--- config.mk ---
export PLATFORM = sky130hd
export DESIGN_NAME = pc_sequencer
export DESIGN_NICKNAME = d
export VERILOG_FILES = /design/src/rtl/pc_pkg.sv /design/src/rtl/ras_stack.sv /design/src/rtl/pc_sequencer.sv
export SDC_FILE = /design/constraint.sdc
export NUM_CORES = 1
export LEC_CHECK = 0
export BUFFER_PORTS_ARGS = -buffer_cell sky130_fd_sc_hd__buf_2
export CAP_MARGIN = 20
export CORE_ASPECT_RATIO = 0.75
export CORE_MARGIN = 2
export CORE_UTILIZATION = 55
export CTS_CLUSTER_DIAMETER = 120
export DETAILED_ROUTE_END_ITERATION = 7
export GPL_TIMING_DRIVEN = 0
export PLACE_DENSITY_LB_ADDON = 0.05
export SYNTH_ARGS = -nofsm -noshare
export SYNTH_HDL_FRONTEND = slang
export SYNTH_SLANG_ARGS = --single-unit
--- constraint.sdc ---
create_clock -name Clk -period 9.48 [get_ports Clk]
set_input_delay 0.474 -clock Clk [delete_from_list [all_inputs] [get_ports Clk]]
set_output_delay 0.474 -clock Clk [all_outputs]
set_load 0.01 [all_outputs]
--- src/rtl/pc_pkg.sv ---
// pc_pkg: shared constants and the next-PC source encoding used by the
// program-counter sequencer and its return-address stack.
package pc_pkg;

  localparam int          ADDR_W_DEF    = 32;
  localparam logic [31:0] RESET_VEC_DEF = 32'h0000_0000;
  localparam logic [31:0] EXC_VEC_DEF   = 32'h0000_0080;
  localparam int          INC_DEF       = 4;
  localparam int          RAS_DEPTH_DEF = 4;

  // Where the next PC comes from this cycle.
  typedef enum logic [2:0] {
    SRC_SEQ,    // PC + INC
    SRC_HOLD,   // stalled
    SRC_REDIR,  // branch/jump target
    SRC_RET,    // return-address stack top
    SRC_EXC,    // exception vector
    SRC_PEND    // redirect buffered during a stall
  } next_src_e;

endpackage

--- src/rtl/ras_stack.sv ---
// ras_stack: circular return-address LIFO.
//   push_i          write data_i as the new top
//   pop_i           discard the top (ignored while empty, flags underflow)
//   push_i & pop_i  replace the top in place, count unchanged
// A push while full overwrites the oldest entry and sets the sticky ovf_o.
// Outputs: top_o, count_o, registered full_o/empty_o, sticky ovf_o/unf_o.
// Clock Clk, synchronous active-high Reset.
module ras_stack #(
  parameter int W     = 32,
  parameter int DEPTH = 4
) (
  input  logic                     Clk,
  input  logic                     Reset,
  input  logic                     push_i,
  input  logic                     pop_i,
  input  logic [W-1:0]             data_i,
  output logic [W-1:0]             top_o,
  output logic [$clog2(DEPTH):0]   count_o,
  output logic                     full_o,
  output logic                     empty_o,
  output logic                     ovf_o,
  output logic                     unf_o
);

  localparam int PW = $clog2(DEPTH);
  localparam int CW = PW + 1;

  logic [DEPTH-1:0][W-1:0] mem_q;
  logic [PW-1:0]           tp_q, tp_d, wr_idx;
  logic [CW-1:0]           cnt_q, cnt_d;
  logic                    full_q, empty_q, ovf_q, unf_q;
  logic                    do_pop, wr_en;

  assign do_pop = pop_i && !empty_q;

  always_comb begin
    tp_d   = tp_q;
    cnt_d  = cnt_q;
    wr_en  = 1'b0;
    wr_idx = tp_q;
    if (push_i && do_pop) begin
      wr_en = 1'b1;                   // pop then push == overwrite top
    end else if (push_i) begin
      wr_en  = 1'b1;
      wr_idx = tp_q + 1'b1;           // when full this slot holds the oldest entry
      tp_d   = tp_q + 1'b1;
      if (!full_q) cnt_d = cnt_q + 1'b1;
    end else if (do_pop) begin
      tp_d  = tp_q - 1'b1;
      cnt_d = cnt_q - 1'b1;
    end
  end

  always_ff @(posedge Clk) begin
    if (Reset) begin
      tp_q    <= '0;
      cnt_q   <= '0;
      full_q  <= 1'b0;
      empty_q <= 1'b1;
      ovf_q   <= 1'b0;
      unf_q   <= 1'b0;
    end else begin
      tp_q    <= tp_d;
      cnt_q   <= cnt_d;
      full_q  <= (cnt_d == CW'(DEPTH));
      empty_q <= (cnt_d == '0);
      ovf_q   <= ovf_q | (push_i && !do_pop && full_q);
      unf_q   <= unf_q | (pop_i && empty_q);
    end
  end

  // Contents need no reset; count/pointer define validity.
  always_ff @(posedge Clk) begin
    if (wr_en) mem_q[wr_idx] <= data_i;
  end

  assign top_o   = mem_q[tp_q];
  assign count_o = cnt_q;
  assign full_o  = full_q;
  assign empty_o = empty_q;
  assign ovf_o   = ovf_q;
  assign unf_o   = unf_q;

endmodule

--- src/rtl/pc_sequencer.sv ---
// pc_sequencer: fetch program counter with stall hold, branch/jump redirect,
// exception vectoring and call/return through a return-address stack.
// Inputs : Clk, Reset (sync, active-high), Stall, Redir_Valid, Redir_Addr,
//          Call, Ret, Exception.
// Outputs: PC (registered), PCPlus (PC+INC, combinational), Pending,
//          RAS_Empty, RAS_Full, Ras_Ovf, Ras_Unf.
// A control transfer seen during a stall is captured in a one-entry buffer
// and applied on release; only an exception may overwrite that buffer.
module pc_sequencer
  import pc_pkg::*;
#(
  parameter int                ADDR_W    = ADDR_W_DEF,
  parameter logic [ADDR_W-1:0] RESET_VEC = ADDR_W'(RESET_VEC_DEF),
  parameter logic [ADDR_W-1:0] EXC_VEC   = ADDR_W'(EXC_VEC_DEF),
  parameter int                INC       = INC_DEF,
  parameter int                RAS_DEPTH = RAS_DEPTH_DEF
) (
  input  logic              Clk,
  input  logic              Reset,
  input  logic              Stall,
  input  logic              Redir_Valid,
  input  logic [ADDR_W-1:0] Redir_Addr,
  input  logic              Call,
  input  logic              Ret,
  input  logic              Exception,
  output logic [ADDR_W-1:0] PC,
  output logic [ADDR_W-1:0] PCPlus,
  output logic              Pending,
  output logic              RAS_Empty,
  output logic              RAS_Full,
  output logic              Ras_Ovf,
  output logic              Ras_Unf
);

  logic [ADDR_W-1:0]          pc_q, pc_d, buf_q, buf_d, tgt, ras_top;
  logic                       pend_q, pend_d, has_tgt, accept, ras_push, ras_pop;
  logic [$clog2(RAS_DEPTH):0] ras_cnt;
  next_src_e                  src;

  assign PCPlus = pc_q + ADDR_W'(INC);

  // Prioritised target for this cycle; a Ret with nothing stacked is no target.
  always_comb begin
    has_tgt = 1'b1;
    tgt     = EXC_VEC;
    if (Exception)           tgt = EXC_VEC;
    else if (Redir_Valid)    tgt = Redir_Addr;
    else if (Ret && ras_cnt != '0) tgt = ras_top;
    else                     has_tgt = 1'b0;
  end

  always_comb begin
    src    = SRC_SEQ;
    pend_d = pend_q;
    buf_d  = buf_q;
    // Requests are accepted (RAS side effects happen) only when no redirect
    // is already buffered; an exception leaves the RAS alone.
    accept = !pend_q && !Exception;
    if (Stall) begin
      src = SRC_HOLD;
      if (!pend_q && has_tgt) begin
        pend_d = 1'b1;
        buf_d  = tgt;
      end else if (pend_q && Exception) begin
        buf_d = EXC_VEC;
      end
    end else if (pend_q) begin
      src    = Exception ? SRC_EXC : SRC_PEND;
      pend_d = 1'b0;
    end else if (Exception)   src = SRC_EXC;
    else if (Redir_Valid)     src = SRC_REDIR;
    else if (has_tgt)         src = SRC_RET;
    ras_push = accept && Redir_Valid && Call;
    ras_pop  = accept && Ret;
  end

  always_comb begin
    pc_d = PCPlus;
    case (src)
      SRC_HOLD:  pc_d = pc_q;
      SRC_REDIR: pc_d = Redir_Addr;
      SRC_RET:   pc_d = ras_top;
      SRC_EXC:   pc_d = EXC_VEC;
      SRC_PEND:  pc_d = buf_q;
      default:   pc_d = PCPlus;
    endcase
  end

  always_ff @(posedge Clk) begin
    if (Reset) begin
      pc_q   <= RESET_VEC;
      pend_q <= 1'b0;
      buf_q  <= '0;
    end else begin
      pc_q   <= pc_d;
      pend_q <= pend_d;
      buf_q  <= buf_d;
    end
  end

  ras_stack #(.W(ADDR_W), .DEPTH(RAS_DEPTH)) u_ras (
    .Clk     (Clk),
    .Reset   (Reset),
    .push_i  (ras_push),
    .pop_i   (ras_pop),
    .data_i  (PCPlus),
    .top_o   (ras_top),
    .count_o (ras_cnt),
    .full_o  (RAS_Full),
    .empty_o (RAS_Empty),
    .ovf_o   (Ras_Ovf),
    .unf_o   (Ras_Unf)
  );

  assign PC      = pc_q;
  assign Pending = pend_q;

endmodule

* After elaboration in Yosys (flattened, before gate mapping)
Index checks and enable logic that the tools add are counted.
** Cells by class
- Bitwise operators :: 4
- Add/subtract/negate cells :: 5
- Reductions and logical operators :: 24
- Muxes and demuxes :: 30
- $lt $le $gt $ge :: 3
- Equality and inequality tests :: 6
** Operators by type and width (count)
- $mux W32 :: 7
- $pmux W32 S5 :: 1
- $bwmux W128 :: 1
- $bmux W32 S2 :: 1
- $demux W32 S2 :: 1
- $add A32 B3 Y32 const B :: 1
- $mux W3 :: 7
- $logic_and A1 B1 Y1 :: 13
- $mux W2 :: 6
- $eq A3 B3 Y1 const B :: 3
- $eq A3 B2 Y1 const B :: 2
- $lt A2 B3 Y1 const B :: 2
- $mux W1 :: 6
- $logic_not A1 Y1 :: 4
- $reduce_and A2 Y1 :: 2
- $reduce_bool A2 Y1 :: 2
- $add A3 B1 Y3 const B :: 1
- $eq A3 B1 Y1 const B :: 1
- $logic_not A3 Y1 :: 1
- $reduce_bool A3 Y1 :: 1
- $sub A3 B1 Y3 const B :: 1
- $add A2 B1 Y2 const B :: 1
- $ge A2 B1 Y1 const B :: 1
- $not A1 Y1 :: 2
- 3 further kinds :: 4
** Word-level totals
- Bits of input ports :: 39
- Output and inout port bits :: 69
- Register bits :: 202
- Logic and storage cells :: 85

* Depth between registers and ports, before layout
- Word-level depth :: 12
- Gate-level depth with buffers :: 11
- Gate-level depth less buffers :: 8

* Cells and area by module
Synthesis repeated with hierarchy kept, for this count alone.
** Unflattened totals
- Cells, all modules :: 696
- Area total of the unflattened synthesis :: 9051.2 sq um
** By module, submodules not included
- ras_stack :: instances 1, sequential area each 4023.9 sq um, cells each 232, area each 5141.2 sq um
- pc_sequencer :: instances 1, sequential area each 1301.2 sq um, cells each 464, area each 3910.0 sq um

* Least setup slack after synthesis
No wires, ideal clock.
- Kind :: input-to-reg
- From :: input Redir_Valid
- To :: register u_ras.mem_q[64] (netlist name), enable pin
- Setup time :: 0.466 ns
- Stages :: 9
- Arrival :: 3.974 ns
- Buffers on the path :: 3
- Slack :: 5.041 ns
- Required time :: 9.014 ns
- Path through :: buf_2 > nand4bb_1 > clkbuf_1 > inv_1 > ha_1 > clkbuf_1 > nor2_1 > nand2_1 > o21ai_0
** On the way
- Cells in the longest elaborated chain, start to end :: 4
- Elaborated cells between the ends (all ways) :: 5
** RTL lines
- from (decl) :: RTL line pc_sequencer.sv:21 : input logic Redir_Valid,
- $logic_and A1 B1 Y1 (*) (2 in a row) :: RTL line pc_sequencer.sv:73 : ras_push = accept && Redir_Valid && Call;
- $mux W1 or $logic_and A1 B1 Y1 (tied branches) :: RTL line ras_stack.sv:43, ras_stack.sv:41
- $mux W1 (*) :: RTL line ras_stack.sv:41 : if (push_i && do_pop) begin
- to (signal, indexed assignment) :: RTL line ras_stack.sv:74 : if (wr_en) mem_q[wr_idx] <= data_i;
- to (decl) :: RTL line ras_stack.sv:28 : logic [DEPTH-1:0][W-1:0] mem_q;
Mark *: on every way between the ends. The rest lies on a longest branch, timed or not.
A chain may end at the register's enable or synchronous reset.

* Worst setup path in the final report
- From :: register pc_q[2], in the netlist PC[2]
- To :: output PCPlus[30]
** On the way
- Cells in the longest elaborated chain, start to end :: 1
** RTL lines
- from (decl) :: RTL line pc_sequencer.sv:35 : logic [ADDR_W-1:0] pc_q, pc_d, buf_q, buf_d, tgt, ras_top;
- from (signal assigned) :: RTL line pc_sequencer.sv:95 : pc_q <= pc_d;
- $add A32 B3 Y32 :: RTL line pc_sequencer.sv:40 : assign PCPlus = pc_q + ADDR_W'(INC);
- to (decl) :: RTL line pc_sequencer.sv:27 : output logic [ADDR_W-1:0] PCPlus,
Every way passes these cells.

==> results.md <==
* Outcome: completed
* Worst skew pair latency at 0.51 ns
* Yosys reg bits at 202
* Post-synthesis sequential area ratio at 56.41%
* I/O Buffers at between 100 and 150
* DR WL met2 at approximately 12 mm
* # IOs at about 110
* Initial antenna violation count at 0
* Leakage at between 3 and 4 nW
* RSZ-0062 raised after global routing: no
* Final setup skew at approximately 0.017 ns
* Endpoints failing setup at 0
* Max Root-Sink Buffers at 3
* Slowest CP cell: nor4_4
* Worst EP arrival at approximately 3.3 ns
* Share of layout cells above drive strength 1 at roughly 25%
* CP required at approximately 9 ns
* Core ar. at ~17,000 um^2
* Top cell family by delay on the critical path: simple AND/OR/NAND/NOR gates
* Cts hold-fix bufs at 0
* Crit-path cells: ha_1, nand4_1, nor4_4, nand3_1, xnor2_1, buf_2
* Synth cell types at 70
* Hold violation total from the final report at 0
* Die W at about 160 um
* Top routing layer used: met4
* Post-synth ARST share at 0%
* Routed vias/inst at between 6 and 7
* Synth area leader: edfxtp_1
* Post-detail-place hpwl at just under 20 mm
* Post-synth EDFFs at ~130
* Post-cts resize count at 0
* Tmin final at approximately 3.8 ns
* Final TNS setup at 0 ns
* Actual slew at the worst max-slew pin at 1.053 ns
* DP Area at slightly above 10,000 um^2
* Vias at between 7,000 and 8,000
* Clock slew at reported path FFs at about 0.07 ns
* VDD IR max at around 0.00013 V
* CP Buf/Inv Count at 1
* Multi-input gate area at approximately 3800 um^2
* Setup crit start kind: flip-flop
* Routed WL at between 20 and 30 mm
* WL met3 at around 2.6 mm
* Syn Area/Cell at about 12 um^2
* Drt drc at 0
* Tot GR Track Use at approximately 30%
* Fill count at between 1,000 and 1,500
* Area Growth Syn to Fin at 16.66%
* Type of the worst setup path: flip-flop to output pin
* Hold WC Path Type: input port to flip-flop
* Clock sink count at 202
* Initial DRT Pass Iterations at 5
* Register area at 5325 um^2
* Syn nets at between 800 and 900
* FMAX at between 200 and 300 MHz
* Ant diodes at 0
* Global-route wire length before repair at 40.72 mm
* Num CTS Buffers at 21
* Placed cell count at roughly 1,100
* Initial drt markers at ~1,100
* Std cell rows at slightly above 40
* Max H-tree Level at 1
* ANT nets after route at 0
* Post-CTS Setup Bufs at 0
* Final instance area at 11,010 um^2
* Wire per inst at around 24 um
* Max-Cap Viols at 0
* Slew Viols, Final at 0
* Initial Util at a little under three fifths
* GR Overflow Total at 0
* Largest net degree at the start of global routing at 33
* Main area contributors after synthesis: edfxtp_1 41%, dfxtp_1 16%, mux4_2 7.6%
* Pwr dens at approximately 200 nW/um^2
* CP peak stage delay at 0.66 ns
* Layout net count at 962
* Vias in the first global route at around 6,900
* Pwr Total at 2.181 mW
* Synth warn at 0
* CTS root buffer: clkbuf_16
* Critical Path Sink Type: output pin
* Die area at between 15,000 and 20,000 um^2
* Final RePlAce weighted congestion at 0.9112
* Dominant synthesized flop cell: edfxtp_1
* CP max FO at 9
* Max_slew headroom at 29.77%
* M1 WL at roughly 12 mm
* CTS tree: yes
* Synth top area share at 40.72%
* Non-Filler Instances at roughly 1,100
* Die Ht at 117.5 um
* Mapped Cells at roughly 790
* Synthesized cell area at roughly 9400 um^2
* Fin crit share at between 40% and 50%
-- worst paths after layout --
check	startpoint	to	slack (ns)	cells after the start
worst max-delay path	PC[2]	PCPlus[30]	5.67	6
worst min-delay path	Ret	u_ras.unf_o	0.29	3
worst max register to register	Pending	u_ras.mem_q[22]	6.23	8
worst min register to register	buf_q[7]	buf_q[7]	0.46	2
-- flip-flops by register name, indices dropped and copies added (netlist names) --
signal,count
u_ras.mem_q,128
PC,32
buf_q,32
u_ras.count_o,3
u_ras.tp_q,2
Pending,1
u_ras.empty_o,1
u_ras.full_o,1
u_ras.ovf_o,1
u_ras.unf_o,1
-- tightest hold or removal path: cells and delay by family --
kind | cells | cell delay (ns)
buffers and inverters | 1 | 0.13
AO/OA/AOI/OAI | 1 | 0.08
AND/OR/NAND/NOR | 1 | 0.07
-- metrics by stage --
step | util, % | hold slack (ns) | worst slack (ns)
finish | 65.45 | 0.2906 | 5.675
global route | 65.45 | 0.3326 | 5.535
CTS | 65.45 | 0.2807 | 5.715
detailed placement | 61.47 | 0.4502 | 6.043
global placement | 60.83 | 0.4419 | 2.909
floorplan | - | 0.4315 | 5.041
-- where the power goes --
part	switching, mW	internal, mW
Sequential	0.0324	0.974
Clock	0.350	0.466
Combinational	0.216	0.143
Total	0.599	1.58
-- layer usage --
layer,global-route usage (%),vias to the layer above
met3,5.007,50
met4,5.791,0
met1,46.09,3693
met2,43.36,442
met5,0,-
li1,-,3294
-- layout by cell type, fill, tap and decap left out, types with 4 or more instances in the layout --
cell / n
nand2_1: 57
a211oi_1: 6
a22oi_1: 23
o21ai_0: 16
ha_1: 6
a21oi_1: 87
a31oi_1: 4
inv_1: 22
clkbuf_16: 21
clkinv_2: 5
o22ai_1: 4
nor2_1: 73
xor2_1: 4
nand3_1: 14
a21o_1: 4
a221o_1: 11
dfxtp_1: 74
nor3_1: 13
o21ai_1: 4
xnor2_1: 27
and3_1: 12
clkbuf_1: 31
edfxtp_1: 128
and4_1: 5
buf_1: 7
buf_6: 5
a2111oi_2: 4
buf_2: 122
nand4_1: 11
mux4_2: 32
o221a_2: 6
a211o_1: 4
a221oi_1: 15
-- Yosys cell counts (5+ instances only) --
cell type / number
buf_1: 7
o21ai_0: 17
edfxtp_1: 128
xnor2_1: 27
dfxtp_1: 74
buf_2: 17
buf_6: 5
a221oi_1: 15
and3_1: 12
nand2_1: 57
ha_1: 6
nor3_1: 13
nand3_1: 14
a211oi_1: 6
nor2_1: 74
and4_1: 5
inv_1: 22
clkbuf_1: 28
a22oi_1: 23
a21oi_1: 87
a221o_1: 11
nand4_1: 11
mux4_2: 32
o221a_2: 6
-- cell type report --
class                   instances  share of cell area, %
flip-flops and latches        202                  48.35
multi-input cells             501                  34.11
repair buffers                108                  5.521
clock buffers                  24                  4.874
plain buffers                  61                  2.749
well taps                     215                  2.443
clock inverters                14                  1.204
inverters                      22                 0.7498
-- logic make-up after synthesis --
| group | after synthesis | synth area share [%] |
|---|---|---|
| compound gates | 220 | 16.73 |
| simple gates | 212 | 11.48 |
| flops | 202 | 56.41 |
| buf+inv | 83 | 4.082 |
| mux | 32 | 7.634 |
| xor+xnor | 31 | 2.876 |
| fa+ha+maj | 6 | 0.7952 |
No activity file was read; power rests on OpenSTA's default activity.
